**src/rtl/b3_digit_monitor_pkg.sv**
```systemverilog
// Shared constants for the base-3 digit monitor: state encodings, cause bit
// positions and the digit codes used by the monitored b3_counter.
package b3_digit_monitor_pkg;

    localparam logic [1:0] ST_ARM   = 2'd0;
    localparam logic [1:0] ST_TRACK = 2'd1;
    localparam logic [1:0] ST_FAULT = 2'd2;

    localparam int unsigned CAUSE_ILLEGAL = 0;
    localparam int unsigned CAUSE_DIGIT   = 1;
    localparam int unsigned CAUSE_CARRY   = 2;
    localparam int unsigned CAUSE_W       = 3;

    localparam logic [1:0] D0   = 2'b00;
    localparam logic [1:0] D1   = 2'b01;
    localparam logic [1:0] D2   = 2'b10;
    localparam logic [1:0] DBAD = 2'b11;

endpackage

```
**src/rtl/b3_inc.sv**
```systemverilog
// Combinational base-3 increment of a single digit: 0->1, 1->2, 2->0.
module b3_inc
    import b3_digit_monitor_pkg::*;
(
    input  logic [1:0] d,
    output logic [1:0] d_inc
);

    // The illegal code maps to 0 so the result is always a legal digit.
    always_comb begin
        case (d)
            D0:      d_inc = D1;
            D1:      d_inc = D2;
            default: d_inc = D0;
        endcase
    end

endmodule

```
**src/rtl/b3_digit_monitor.sv**
```systemverilog
// Cycle-by-cycle checker for a b3_counter: predicts the digit, checks the
// carry, counts wraps (saturating) and latches the first fault with its cause.
module b3_digit_monitor
    import b3_digit_monitor_pkg::*;
#(
    parameter int unsigned WRAP_W      = 8,
    parameter bit          CHECK_CARRY = 1'b1
) (
    input  logic                clock,
    input  logic                reset_,
    input  logic                ei,
    input  logic                eu,
    input  logic [1:0]          q1_q0,
    input  logic                clear,
    output logic                armed,
    output logic                fault,
    output logic [CAUSE_W-1:0]  cause,
    output logic [WRAP_W-1:0]   wraps
);

    logic [1:0]         state_q, state_d;
    logic [1:0]         exp_q, exp_d;
    logic [CAUSE_W-1:0] cause_q, cause_d;
    logic [WRAP_W-1:0]  wraps_q, wraps_d;

    logic [1:0] q_inc;
    logic [1:0] exp_inc;
    logic       e0, e1, e2;

    b3_inc u_inc_q (
        .d     (q1_q0),
        .d_inc (q_inc)
    );

    b3_inc u_inc_exp (
        .d     (exp_q),
        .d_inc (exp_inc)
    );

    always_comb begin
        e0 = (q1_q0 == DBAD);
        e1 = !e0 && (q1_q0 != exp_q);
        e2 = CHECK_CARRY && (eu != (ei && (q1_q0 == D2)));
    end

    always_comb begin
        state_d = state_q;
        exp_d   = exp_q;
        cause_d = cause_q;
        wraps_d = wraps_q;

        // Wraps are counted in ARM and TRACK, including the edge entering FAULT.
        if ((state_q != ST_FAULT) && ei && eu && (wraps_q != '1)) begin
            wraps_d = wraps_q + WRAP_W'(1);
        end

        case (state_q)
            ST_ARM: begin
                if (e0) begin
                    state_d                = ST_FAULT;
                    cause_d                = '0;
                    cause_d[CAUSE_ILLEGAL] = 1'b1;
                end else begin
                    exp_d   = ei ? q_inc : q1_q0;
                    state_d = ST_TRACK;
                end
            end
            ST_TRACK: begin
                if (e0 || e1 || e2) begin
                    cause_d[CAUSE_ILLEGAL] = e0;
                    cause_d[CAUSE_DIGIT]   = e1;
                    cause_d[CAUSE_CARRY]   = e2;
                    state_d                = ST_FAULT;
                end else if (ei) begin
                    exp_d = exp_inc;
                end
            end
            default: begin
            end
        endcase

        if (clear) begin
            state_d = ST_ARM;
            exp_d   = D0;
            cause_d = '0;
            wraps_d = '0;
        end
    end

    always_ff @(posedge clock) begin
        if (!reset_) begin
            state_q <= ST_ARM;
            exp_q   <= D0;
            cause_q <= '0;
            wraps_q <= '0;
        end else begin
            state_q <= state_d;
            exp_q   <= exp_d;
            cause_q <= cause_d;
            wraps_q <= wraps_d;
        end
    end

    assign armed = (state_q == ST_TRACK);
    assign fault = (state_q == ST_FAULT);
    assign cause = cause_q;
    assign wraps = wraps_q;

endmodule

```
**config.mk**
```make
export PLATFORM = sky130hd
export DESIGN_NAME = b3_digit_monitor
export DESIGN_NICKNAME = d
export VERILOG_FILES = /design/src/rtl/b3_digit_monitor_pkg.sv /design/src/rtl/b3_inc.sv /design/src/rtl/b3_digit_monitor.sv
export SDC_FILE = /design/constraint.sdc
export NUM_CORES = 1
export LEC_CHECK = 0
export CORE_ASPECT_RATIO = 0.8
export CORE_MARGIN = 2
export CORE_UTILIZATION = 50
export CTS_CLUSTER_DIAMETER = 80
export DETAILED_ROUTE_END_ITERATION = 8
export GPL_TIMING_DRIVEN = 0
export PLACE_DENSITY = 0.79
export REMOVE_ABC_BUFFERS = 1
export SYNTH_ARGS = -nofsm -noshare
export SYNTH_HDL_FRONTEND = slang
export SYNTH_SLANG_ARGS = --single-unit
```
**constraint.sdc**
```tcl
create_clock -name clock -period 3.41 [get_ports clock]
set_input_delay 1.023 -clock clock [delete_from_list [all_inputs] [get_ports clock]]
set_output_delay 1.023 -clock clock [all_outputs]
set_load 0.05 [all_outputs]
```
==> reports/qor.yml <==
status:
  status: "finished, final reports clean"
synthesis:
  synth_seq_cells: 15
  synth.distinct_cells: 38
  synth_adder_area_share_pct: 1.410
  avgSynthCellArea_um2: 7.992
  yosysSeqAreaShare_pct: 33.85
  synthTopCellsByArea: "dfxtp_1, xor2_1, a21oi_1"
  synth_top_area_cell: "dfxtp_1"
  synthesis.area_um2: 887.1
  synth_compound_area_share_pct: 19.75
  synthMuxAreaShare_pct: 3.385
  yosys_warnings: 0
  synth_edf_count: 0
  synth-main-ff-cell: "dfxtp_1"
  synth_top_family_by_area: "simple AND/OR/NAND/NOR gates"
  async_flop_share_pct: 0
  synth.top_cell.area_share_pct: 33.85
  synth-xor-area-share_pct: 6.911
  synth-simple-area-share_pct: 28.21
  syn_inst: 111
sta:
  worstMarginPinSlew_ns: 0.5047
  holdWs_ns: 0.4704
  finalSetupTns_ns: 0
  max_freq_mhz: 352.9
  hold_violations: 0
  rsz0062_at_grt: "false"
  fin_crit_ns: 2.834
  maxSlewHeadroom_pct: 66.25
  post-route-period-util_pct: 83.10
  drv_slew: 0
  setup_viol: 0
  skew_ns: 0.005094
setup_path:
  cp-start-kind: "register"
  crit_path_top_delay_cell: "clkdlybuf4s50_1"
  cp-end-kind: "primary output"
  crit_type: "register to primary output"
  arrival_ns: 1.81
  crit_fanout: 7
  crit_chain: "nand2b_1, inv_1, clkdlybuf4s50_1"
  required_ns: 2.39
  cp_slowest_stage_delay_ns: 0.81
grt:
  track_usage_pct: 19.97
  antenna_found_initial: 0
  grtUsageMet1_pct: 29.12
  gr-total-overflow: 0
  grt_pass1_wl_mm: 3.229
  grt_max_degree: 14
  met2_usage_pct: 26.75
  gr-max-usage-layer: "met1"
  met3_usage_pct: 7.554
  grt_pass1_vias: 727
cells_and_area:
  final_nets: 137
  drive_gt1_share_pct: 5.469
  area_growth_pct: 23.70
  diodes: 0
  final_area_um2: 1097
drt:
  drc: 0
  drt_iter0_drc: 19
  vias_per_cell: 5.507
  firstDrtPassIters: 4
  ant_nets: 0
  wire_per_inst_um: 11.98
  drt_wl_total_mm: 1.797
  vias: 826
power_and_ir_drop:
  ir_worst_vdd_uv: 311.9
  power_density_nw_per_um2: 325.4
  leakage_nw: 0.4016
placement:
  dp_hpwl_mm: 1.362
  dpl-instance-area_um2: 1070
  gp_congestion: 0.8079
  portBuffers: 19
floorplanning:
  die_y_um: 41.68
  die_w_um: 51.10
  core_um2: 1643
  initial_core_util_pct: 54.00
  rows: 13
  die_area_um2: 2129
  pin_count: 20
clocking:
  cts_made_buffers: 3
  hold_buffers: 0
  cts_max_path_buffers: 2
  clkTransAtPathRegs_ns: 0.09
  htreeDepth: 1
  cts_tree: "done"
  cts_setup_buffers: 0
  cts_sinks: 15
  insertion_delay_ns: 0.28
  cts_root_buffer: "clkbuf_4"
  cts_resized: 0
job:
  cap_violations: 0
worst_hold_path:
  min_path_type: "register to register"
==> metrics by stage <==
stage	worst slack, ns	utilization, %	total power, W	instances
3_5_place_dp	0.5135	65.12	0.0002627	146
6_report	0.5764	66.79	0.0003570	150
2_1_floorplan	1.438	-	0.0002366	105
5_1_grt	0.4646	66.79	0.0003803	150
3_3_place_gp	0.5815	65.12	0.0002611	146
4_1_cts	0.5690	66.79	0.0003618	150
==> cells by family after synthesis <==
group,count (synthesis)
simple gates,46
compound gates,27
flops,15
buf+inv,12
xor+xnor,7
mux,3
fa+ha+maj,1
==> registers in the layout (all words and copies together) (netlist names) <==
register  flops
state_q       2
wraps         8
cause         3
exp_q         2
==> cell type report <==
cell class              count  area, µm²
multi-input cells          84      529.3
flip-flops and latches     15      300.3
fillers                   159      545.5
inverters                   6      22.52
repair buffers             19      190.2
clock buffers               3      22.52
well taps                  22      27.53
clock inverters             1      5.005
==> routing by layer <==
layer | wire [µm] | vias up
li1 | - | 425
met1 | 919 | 379
met2 | 736 | 17
met3 | 119 | 5
met4 | 22 | 0
met5 | 0 | -
==> critical path: cells and delay by family, from the launching register on <==
family        cells  cell delay [ns]
buf+inv           2             0.93
flops             1             0.34
simple gates      1             0.26
==> synthesized netlist by cell type (3+ instances only) <==
library cell	n
o21ai_0	5
nor2b_1	6
dfxtp_1	15
xor2_1	6
a21oi_1	9
or3_1	3
o21ai_1	3
nor2_1	8
inv_1	6
nand2b_1	3
mux2i_1	3
nand4_1	4
nand2_1	11
==> final timing paths <==
check,startpoint,endpoint,slack [ns],depth (start not counted)
worst min register to register,cause[1],cause[1],0.47,2
worst min-delay path,cause[1],cause[1],0.47,2
worst max-delay path,state_q[1],armed,0.58,3
worst max register to register,exp_q[0],exp_q[0],1.79,5
==> where the power goes <==
group	internal [W]	switching, W
clock	0.0000436	0.0000544
combinational	0.0000318	0.0000419
sequential	0.000179	0.00000592
total	0.000255	0.000102
==> placed cells by master, fill, tap and decap left out, types with 2 or more instances in the layout <==
master,instances
mux2i_1,3
nand2b_1,3
dfxtp_1,15
nor2b_1,6
nand2_1,11
nor2_1,8
o21ai_1,3
clkdlybuf4s50_1,19
o31ai_1,2
xor2_1,6
clkbuf_4,3
a21oi_1,9
nor3_1,2
or3_1,3
nand4_1,4
and3_1,2
o21ai_0,5
inv_1,6
Power figures use the tool's default switching activity.
==> variant, RTL diff (same settings) <==
The parameter `WRAP_W` goes from 8 to 6.
--- a/src/rtl/b3_digit_monitor.sv
+++ b/src/rtl/b3_digit_monitor.sv
@@ -3,7 +3,7 @@
 module b3_digit_monitor
     import b3_digit_monitor_pkg::*;
 #(
-    parameter int unsigned WRAP_W      = 8,
+    parameter int unsigned WRAP_W      = 6,
     parameter bit          CHECK_CARRY = 1'b1
 ) (
     input  logic                clock,
Interface: changed (resized wraps); port bits go from 20 to 18. No check against the original RTL was run, so the function may have changed too.
==> variant against the unedited design <==
Worst setup slack got worse by 0.32 ns. Count of clock-buffer cells in the layout unchanged. Sequential share of layout area decreased by 1.6 points. Power decreased by 8.7%. Wire length decreased by 6.3%. Cell area decreased by 7.9%. Synthesized area decreased by 6.8%. Sequential cell count decreased by 2. Largest power group unchanged. Highest routed layer unchanged.
==> variant: results (changes against the unedited design) <==
\begin{tabular}{lr}
\hline
Metric & Value \\
\hline
\multicolumn{2}{l}{\textbf{Placement}} \\
\quad I/O Buffers & 17 (-2) \\
\quad Detailed-placement wirelength estimate & 1270 um (-6.8\%) \\
\quad Placement Cell Area & 983 sq um (-8.1\%) \\
\quad Setup WS pre-CTS & 0.560 ns (+0.0465 ns) \\
\multicolumn{2}{l}{\textbf{Cells and area}} \\
\quad Area taken by multi-input logic gates & 518 sq um (-2.1\%) \\
\quad Largest register FFs & 6 (-2) \\
\quad Layout Nets & 117 (-15\%) \\
\quad Proportion of layout cells with a drive suffix above 1 & 10.2\% (+4.7 points) \\
\multicolumn{2}{l}{\textbf{Pwr}} \\
\quad Reported leakage power & 0.383 nW (-4.6\%) \\
\multicolumn{2}{l}{\textbf{STA}} \\
\quad Achievable frequency & 317 MHz (-10\%) \\
\quad Relative slew slack & 59.3\% (-7.0 points) \\
\multicolumn{2}{l}{\textbf{GRT}} \\
\quad First-pass GRT wire length & 2750 um (-15\%) \\
\quad Overall fraction of global-route tracks in use & 19.0\% (-0.93 points) \\
\quad Global Route met2 Usage & 30.1\% (+3.3 points) \\
\quad Largest net degree at the start of global routing & 12 (-2) \\
\quad Met3 Track Usage GR & 7.09\% (-0.46 points) \\
\multicolumn{2}{l}{\textbf{Synthesis}} \\
\quad Most instantiated cells after synthesis & sky130\_fd\_sc\_hd\_\_dfxtp\_1 (13), sky130\_fd\_sc\_hd\_\_nand2\_1 (7), sky130\_fd\_sc\_hd\_\_nor2\_1 (6), sky130\_fd\_sc\_hd\_\_nor2b\_1 (6) \\
\quad Synth area leaders & sky130\_fd\_sc\_hd\_\_dfxtp\_1 (31\%), sky130\_fd\_sc\_hd\_\_mux2i\_1 (4.8\%), sky130\_fd\_sc\_hd\_\_nor2b\_1 (4.5\%), sky130\_fd\_sc\_hd\_\_xor2\_1 (4.2\%), sky130\_fd\_sc\_hd\_\_nand2\_1 (3.2\%) \\
\multicolumn{2}{l}{\textbf{Routing}} \\
\quad Total length of routed wires & 1680 um (-6.3\%) \\
\quad Number of violations reported at the end of detailed-routing iteration 0 & 11 (-8) \\
\quad Average via count per standard cell & 5.52 (+0.16\%) \\
\multicolumn{2}{l}{\textbf{Setup path}} \\
\quad Data arrival time of the critical path & 2.14 ns (+0.33 ns) \\
\quad Critical R2R Launch & wraps[0]\$\_SDFFE\_PP0P\_ \\
\quad CP peak stage delay & 0.91 ns (+0.10 ns) \\
\quad Setup crit end & fault \\
\quad Reg2reg end & wraps[1]\$\_SDFFE\_PP0P\_ \\
\multicolumn{2}{l}{\textbf{Run status}} \\
\quad Outcome & finished, final reports clean \\
\hline
\end{tabular}
variant: final cells by class:
type	count	area share (%)
Clock buffer	3	2.23
Clock inverter	1	0.495
Inverter	2	0.743
Multi-Input combinational cell	72	51.2
Sequential cell	13	25.7
Tap cell	22	2.72
Timing Repair Buffer	17	16.8
variant: report_power, final:
group	switching [mW]	internal [mW]	leakage, nW
sequential	0.00600	0.156	0.105
combinational	0.0404	0.0289	0.260
clock	0.0507	0.0435	0.0177
total	0.0972	0.229	0.383
variant: kinds of logic after synthesis:
kind of cell | Yosys count | synth area share, %
AO/OA/AOI/OAI | 22 | 19.5
buffers and inverters | 9 | 5.90
adder cells (fa/ha/maj) | 1 | 1.51
flip-flops | 13 | 31.5
AND/OR/NAND/NOR | 38 | 28.7
XOR/XNOR | 6 | 6.35
multiplexers | 5 | 6.51
variant: how the worst min path moves through the flow:
| stage | start | end | slack (ns) | cells past startpoint |
|---|---|---|---|---|
| 6_report | cause[2]$_SDFFE_PP0P_ | cause[2]$_SDFFE_PP0P_ | 0.48 | 2 |
| 3_3_place_gp | cause[2]$_SDFFE_PP0P_ | cause[2]$_SDFFE_PP0P_ | 0.46 | 2 |
| 2_1_floorplan | exp_q[1]$_SDFFE_PP0P_ | exp_q[1]$_SDFFE_PP0P_ | 0.49 | 2 |
| 3_5_place_dp | cause[2]$_SDFFE_PP0P_ | cause[2]$_SDFFE_PP0P_ | 0.47 | 2 |
| 5_1_grt | cause[2]$_SDFFE_PP0P_ | cause[2]$_SDFFE_PP0P_ | 0.52 | 2 |
| 4_1_cts | cause[2]$_SDFFE_PP0P_ | cause[2]$_SDFFE_PP0P_ | 0.48 | 2 |
variant: metal layers:
layer | up-vias | wire length, um
met5 | - | 0
met4 | 0 | 21
met3 | 4 | 64
met2 | 12 | 722
met1 | 332 | 876
li1 | 369 | -
variant: per-stage QoR:
stage                     std cells  hold slack (ns)
final                           130            0.480
after detailed placement        126            0.467
after global routing            130            0.519
after floorplan                  87            0.489
after CTS                       130            0.483
after global placement          126            0.463
variant: worst register-to-register path, delay by kind of cell (launching register included):
| kind | cells | cell delay [ns] |
|---|---|---|
| flip-flops | 1 | 0.34 |
| multiplexers | 1 | 0.24 |
| AND/OR/NAND/NOR | 2 | 0.31 |
| adder cells (fa/ha/maj) | 1 | 0.23 |
| AO/OA/AOI/OAI | 1 | 0.34 |
